===== src/rtl/bcd_pkg.sv =====
// -----------------------------------------------------------------------------
// bcd_pkg
// Shared types and constants for the sequential binary-to-BCD converter.
//   state_t      : converter FSM encoding (IDLE / SHIFT / DONE)
//   ADD3_THRESH  : digit value at which the shift-and-add-3 correction applies
//   clog2()      : bits needed to count up to a value (counter sizing)
//   min_digits() : decimal digits needed to show 2^width-1
// -----------------------------------------------------------------------------
package bcd_pkg;

   typedef enum logic [1:0] {
      ST_IDLE  = 2'd0,
      ST_SHIFT = 2'd1,
      ST_DONE  = 2'd2
   } state_t;

   localparam logic [3:0] ADD3_THRESH = 4'd5;

   // Smallest r with 2^r >= value.
   function automatic int clog2(input int value);
      int r;
      r = 0;
      for (int i = 0; i < 40; i++) begin
         if ((longint'(1) << r) < longint'(value)) r = r + 1;
      end
      return r;
   endfunction

   // Number of decimal digits of the largest unsigned width-bit value.
   function automatic int min_digits(input int width);
      longint unsigned m;
      int              d;
      m = (64'd1 << width) - 64'd1;
      d = 1;
      for (int i = 0; i < 24; i++) begin
         if (m >= 64'd10) begin
            m = m / 64'd10;
            d = d + 1;
         end
      end
      return d;
   endfunction

endpackage


===== src/rtl/bin2bcd_seq_if.sv =====
// -----------------------------------------------------------------------------
// bin2bcd_seq_if
// Request/result bundle of the binary-to-BCD converter.
//   start, bin_in                 : requester -> converter
//   busy, done, bcd_out, digit_en,
//   overflow                      : converter -> requester / display driver
// master modport = requester side, slave modport = converter side.
// -----------------------------------------------------------------------------
interface bin2bcd_seq_if #(
   parameter int WIDTH  = 8,
   parameter int DIGITS = 3
);
   logic                  start;
   logic [WIDTH-1:0]      bin_in;
   logic                  busy;
   logic                  done;
   logic [4*DIGITS-1:0]   bcd_out;
   logic [DIGITS-1:0]     digit_en;
   logic                  overflow;

   modport master (
      output start, bin_in,
      input  busy, done, bcd_out, digit_en, overflow
   );

   modport slave (
      input  start, bin_in,
      output busy, done, bcd_out, digit_en, overflow
   );
endinterface


===== src/rtl/bcd_add3.sv =====
// -----------------------------------------------------------------------------
// bcd_add3
// Combinational double-dabble digit corrector: digits 5..9 get +3 so the
// following left shift carries into the next decade correctly.
//   i_d : working BCD digit (0..9)
//   o_d : corrected digit (fits in 4 bits since only 5..9 are adjusted)
// -----------------------------------------------------------------------------
module bcd_add3
   import bcd_pkg::*;
(
   input  logic [3:0] i_d,
   output logic [3:0] o_d
);

   assign o_d = (i_d >= ADD3_THRESH) ? (i_d + 4'd3) : i_d;

endmodule


===== src/rtl/bin2bcd_seq.sv =====
// -----------------------------------------------------------------------------
// bin2bcd_seq
// Sequential binary-to-BCD converter, one bit per clock (shift-and-add-3).
// All DIGITS decimal digits come out together at the end of a conversion.
//   clk, rst_n : rising-edge clock, asynchronous active-low reset
//   bus.start  : request; accepted only in IDLE or DONE
//   bus.bin_in : value captured on the accepting edge
//   bus.busy   : conversion in progress
//   bus.done   : one-cycle pulse, result registers updated on its rising edge
//   bus.bcd_out, bus.digit_en, bus.overflow : held until the next done
// -----------------------------------------------------------------------------
module bin2bcd_seq
   import bcd_pkg::*;
#(
   parameter int WIDTH  = 8,
   parameter int DIGITS = 3
) (
   input  logic           clk,
   input  logic           rst_n,
   bin2bcd_seq_if.slave   bus
);

   localparam int CW = clog2(WIDTH + 1);
   // With enough digits for 2^WIDTH-1 the top digit can never carry out.
   localparam bit OVF_POSSIBLE = (DIGITS < min_digits(WIDTH));

   state_t                  r_state, w_state_nxt;
   logic [CW-1:0]           r_cnt;
   logic [WIDTH-1:0]        r_bin;
   logic [DIGITS-1:0][3:0]  r_bcd;
   logic                    r_ovf_acc;

   logic [DIGITS-1:0][3:0]  w_adj;
   logic [DIGITS-1:0][3:0]  w_bcd_nxt;
   logic [WIDTH-1:0]        w_bin_nxt;
   logic                    w_carry;
   logic                    w_accept;
   logic                    w_last;
   logic [DIGITS-1:0]       w_digit_en;

   logic [DIGITS-1:0][3:0]  r_bcd_out;
   logic [DIGITS-1:0]       r_digit_en;
   logic                    r_overflow;

   // Per-digit correction ahead of the shift.
   for (genvar g = 0; g < DIGITS; g++) begin : g_add3
      bcd_add3 u_add3 (
         .i_d (r_bcd[g]),
         .o_d (w_adj[g])
      );
   end

   // One shift step of {bcd, bin}; w_carry is the bit leaving the top digit.
   assign {w_carry, w_bcd_nxt, w_bin_nxt} = {w_adj, r_bin, 1'b0};

   assign w_accept = bus.start && ((r_state == ST_IDLE) || (r_state == ST_DONE));
   assign w_last   = (r_state == ST_SHIFT) && (r_cnt == CW'(1));

   // Leading-zero mask of the final digits: running OR from the top digit down.
   always_comb begin
      logic v_any;
      w_digit_en = '0;
      v_any      = 1'b0;
      for (int i = DIGITS - 1; i >= 0; i--) begin
         v_any         = v_any | (w_bcd_nxt[i] != 4'd0);
         w_digit_en[i] = v_any;
      end
      w_digit_en[0] = 1'b1;
   end

   // FSM state register
   always_ff @(posedge clk or negedge rst_n) begin
      if (!rst_n) r_state <= ST_IDLE;
      else        r_state <= w_state_nxt;
   end

   // FSM next state
   always_comb begin
      w_state_nxt = r_state;
      case (r_state)
         ST_IDLE:  if (bus.start) w_state_nxt = ST_SHIFT;
         ST_SHIFT: if (w_last)    w_state_nxt = ST_DONE;
         ST_DONE:  w_state_nxt = bus.start ? ST_SHIFT : ST_IDLE;
         default:  w_state_nxt = ST_IDLE;
      endcase
   end

   // Working shift register, bit counter and overflow accumulator
   always_ff @(posedge clk or negedge rst_n) begin
      if (!rst_n) begin
         r_cnt     <= '0;
         r_bin     <= '0;
         r_bcd     <= '0;
         r_ovf_acc <= 1'b0;
      end else if (w_accept) begin
         r_cnt     <= CW'(WIDTH);
         r_bin     <= bus.bin_in;
         r_bcd     <= '0;
         r_ovf_acc <= 1'b0;
      end else if (r_state == ST_SHIFT) begin
         r_cnt     <= r_cnt - CW'(1);
         r_bin     <= w_bin_nxt;
         r_bcd     <= w_bcd_nxt;
         r_ovf_acc <= r_ovf_acc | w_carry;
      end
   end

   // Result registers: loaded from the final shift step, held otherwise.
   always_ff @(posedge clk or negedge rst_n) begin
      if (!rst_n) begin
         r_bcd_out  <= '0;
         r_digit_en <= DIGITS'(1);
         r_overflow <= 1'b0;
      end else if (w_last) begin
         r_bcd_out  <= w_bcd_nxt;
         r_digit_en <= w_digit_en;
         r_overflow <= OVF_POSSIBLE && (r_ovf_acc || w_carry);
      end
   end

   assign bus.busy     = (r_state == ST_SHIFT);
   assign bus.done     = (r_state == ST_DONE);
   assign bus.bcd_out  = r_bcd_out;
   assign bus.digit_en = r_digit_en;
   assign bus.overflow = r_overflow;

endmodule


===== src/flat_wrapper.sv =====
// flat-port wrapper written by rule: the top's interface ports become plain ports
module bin2bcd_seq_flat import bcd_pkg::*;
#(
   parameter int WIDTH  = 8,
   parameter int DIGITS = 3
)
  (clk, rst_n, bus_start, bus_bin_in, bus_busy, bus_done, bus_bcd_out, bus_digit_en, bus_overflow);
  bin2bcd_seq_if #(.WIDTH(WIDTH), .DIGITS(DIGITS)) bus_i ();
  input  logic clk;
  input  logic rst_n;
  input wire logic [$bits(bus_i.start)-1:0] bus_start;
  input wire logic [$bits(bus_i.bin_in)-1:0] bus_bin_in;
  output wire logic [$bits(bus_i.busy)-1:0] bus_busy;
  output wire logic [$bits(bus_i.done)-1:0] bus_done;
  output wire logic [$bits(bus_i.bcd_out)-1:0] bus_bcd_out;
  output wire logic [$bits(bus_i.digit_en)-1:0] bus_digit_en;
  output wire logic [$bits(bus_i.overflow)-1:0] bus_overflow;
  assign bus_i.start = bus_start;
  assign bus_i.bin_in = bus_bin_in;
  assign bus_busy = bus_i.busy;
  assign bus_done = bus_i.done;
  assign bus_bcd_out = bus_i.bcd_out;
  assign bus_digit_en = bus_i.digit_en;
  assign bus_overflow = bus_i.overflow;
  bin2bcd_seq #(.WIDTH(WIDTH), .DIGITS(DIGITS)) u_core (.clk(clk), .rst_n(rst_n), .bus(bus_i));
endmodule

===== config.mk =====
export PLATFORM = sky130hd
export DESIGN_NAME = bin2bcd_seq_flat
export DESIGN_NICKNAME = d
export VERILOG_FILES = /design/src/rtl/bcd_pkg.sv /design/src/rtl/bin2bcd_seq_if.sv /design/src/rtl/bcd_add3.sv /design/src/rtl/bin2bcd_seq.sv /design/src/flat_wrapper.sv
export SDC_FILE = /design/constraint.sdc
export NUM_CORES = 1
export LEC_CHECK = 0
export ABC_AREA = 1
export BUFFER_PORTS_ARGS = -buffer_cell sky130_fd_sc_hd__buf_4
export CORE_MARGIN = 2
export CORE_UTILIZATION = 40
export DETAILED_ROUTE_END_ITERATION = 8
export GPL_TIMING_DRIVEN = 0
export PLACE_DENSITY = 0.67
export REMOVE_ABC_BUFFERS = 1
export SLEW_MARGIN = 25
export SYNTH_ARGS = -nofsm -noshare
export SYNTH_HDL_FRONTEND = slang
export SYNTH_HIERARCHICAL = 1
export SYNTH_SLANG_ARGS = --single-unit

===== constraint.sdc =====
create_clock -name clk -period 4.3 [get_ports clk]
set_input_delay 0.215 -clock clk [delete_from_list [all_inputs] [get_ports clk]]
set_output_delay 0.215 -clock clk [all_outputs]
set_load 0.005 [all_outputs]

==> qor.csv <==
metric;value;unit
IO Pins;29;
via density per instance;4.70;
# DRC;0;
fin crit period;2.05;ns
final hold vios;0;
P per Cell Area;774;mW/mm^2
crit path kind;flop to flop;
count of pins over their slew limit;0;
worst-path cell chain;inv_1, nand2_1, nand2_1, nand3_1, nand3_1;
Max Clk Rate;488;MHz
clk buf depth;2;
Syn Area/Cell;8.54;sq um
core area;0.00511;sq mm
TritonCTS clock tree;yes;
Yosys warnings;6;
Ant. Diodes;0;
GRT overflow;0;
clk root buf;clkbuf_8;
largest net degree at the start of global routing;41;
Mapped Area;0.00212;sq mm
RSZ-0062 raised after global routing;no;
Clock Latency Late Sink;0.29;ns
Startpoint Class;flop;
initial antenna violation count;0;
layout cell share with drive strength beyond 1;23.8;%
status;finished, final reports clean;
setup_tns;0;ns
Worst Tran Pin Value;0.993;ns
Total Wirelength;3810;um
first-pass GRT wire length;6860;um
Port-buffer cells;26;
full die area;0.00589;sq mm
P&R area growth vs syn;15.4;%
post-route ant nets;0;
number of global-route vias before repair;1550;
Pleak;1.21;nW
Worst IR Drop VDD;0.302;mV
num rows;26;
first drt pass iteration count;4;
nets;292;
setup violators final;0;
initial core utilization;41.5;%
Hold Slack;0.130;ns
DPL Wire Length;2610;um
CTS resizes;0;
H-Tree Depth;2;
RePlAce Congestion;0.829;
Slew headroom;33.6;%
Hold Crit Class;input pin to flop;
DIE WIDTH;76.8;um
Mapped Cells;248;
TritonCTS buffer count;5;
wire per inst;11.1;um
die height;76.8;um
fin crit share;47.7;%
Arr. time, crit path;2.19;ns
CP max stage cell;nand2_1;
WP data required;4.44;ns
Vias;1613;
MaxCap Viol Count;0;
CP Capture Type;flop;
CTS clk-pin slew, worst paths;0.07;ns
Clock Skew;0.00280;ns
Critical Path Fanout Max;33;
slowest stage delay, CP;0.73;ns
CTS Sinks;40;
Core Util, Final;47.9;%
DRT iter0 DRCs;94;
GRT Resource Usage Total;14.2;%
==> worst max-delay path, delay by kind of cell (launching register included) <==
kind | cells | cell delay (ns)
simple gates | 4 | 1.43
buf+inv | 1 | 0.07
flops | 1 | 0.40
==> sequential cells by signal, indices dropped and copies added (netlist names) <==
name / flops
u_core/bus.digit_en: 2
u_core/r_bcd: 12
u_core/bus.bcd_out: 12
u_core/r_cnt: 4
u_core/r_bin: 8
u_core/r_state: 2
==> worst paths after layout <==
check / slack (ns) / endpoint / startpoint / cells after the start
max: 2.25 / u_core/r_cnt[3] / u_core/r_state[1] / 5
min: 0.13 / u_core/r_bin[0] / bus_bin_in[0] / 3
max reg2reg: 2.25 / u_core/r_cnt[3] / u_core/r_state[1] / 5
min reg2reg: 0.49 / u_core/bus.bcd_out[2] / u_core/bus.bcd_out[2] / 2
max in group asynchronous: 3.53 / u_core/bus.bcd_out[1] / rst_n / 2
min in group asynchronous: 0.43 / u_core/r_cnt[1] / rst_n / 2
==> layout by cell type, fill, tap and decap left out, drive strengths merged <==
master	instances
clkbuf	7
o21ai	36
o211ai	6
o22ai	1
dlygate4sd3	1
buf	26
nor2	24
inv	35
nand3	22
a21oi	3
conb	2
ha	8
nand2	62
dfrtp	40
==> per-stage QoR <==
stage	setup WS [ns]	cells	area (sq um)	power, mW
2_1_floorplan	2.77	239	2060	1.36
3_3_place_gp	2.28	335	2340	1.61
3_5_place_dp	2.22	335	2340	1.64
4_1_cts	2.21	343	2440	1.92
5_1_grt	2.02	343	2440	2.09
6_report	2.25	343	2440	1.89
==> layout make-up <==
type,instances,area [sq um]
multi-input combinational,164,923
timing repair buffer,27,205
sequential,40,1000
fill,511,2660
tap,70,87.6
clock buffer,7,96.3
inverter,35,131
==> repair_timing <==
action | 4_1_cts | 5_1_grt
endpoints found under the hold margin | 40 | 0
buffers inserted | 0 | 0
hold buffers | 1 | 0
==> per-layer routing <==
layer | up-vias | part of all wire, % | track usage [%]
met3 | 4 | 3.6 | 3.53
li1 | 829 | - | -
met4 | 0 | 0.79 | 3.27
met1 | 754 | 48 | 18.8
met2 | 26 | 47 | 23.3
met5 | - | 0 | 0
==> power breakdown <==
| part | leakage (nW) | switching, mW | internal, mW |
|---|---|---|---|
| clock network | 0.0503 | 0.125 | 0.143 |
| logic | 0.657 | 0.578 | 0.375 |
| registers | 0.499 | 0.118 | 0.552 |
Note: power is estimated with default switching activity, not from simulation.
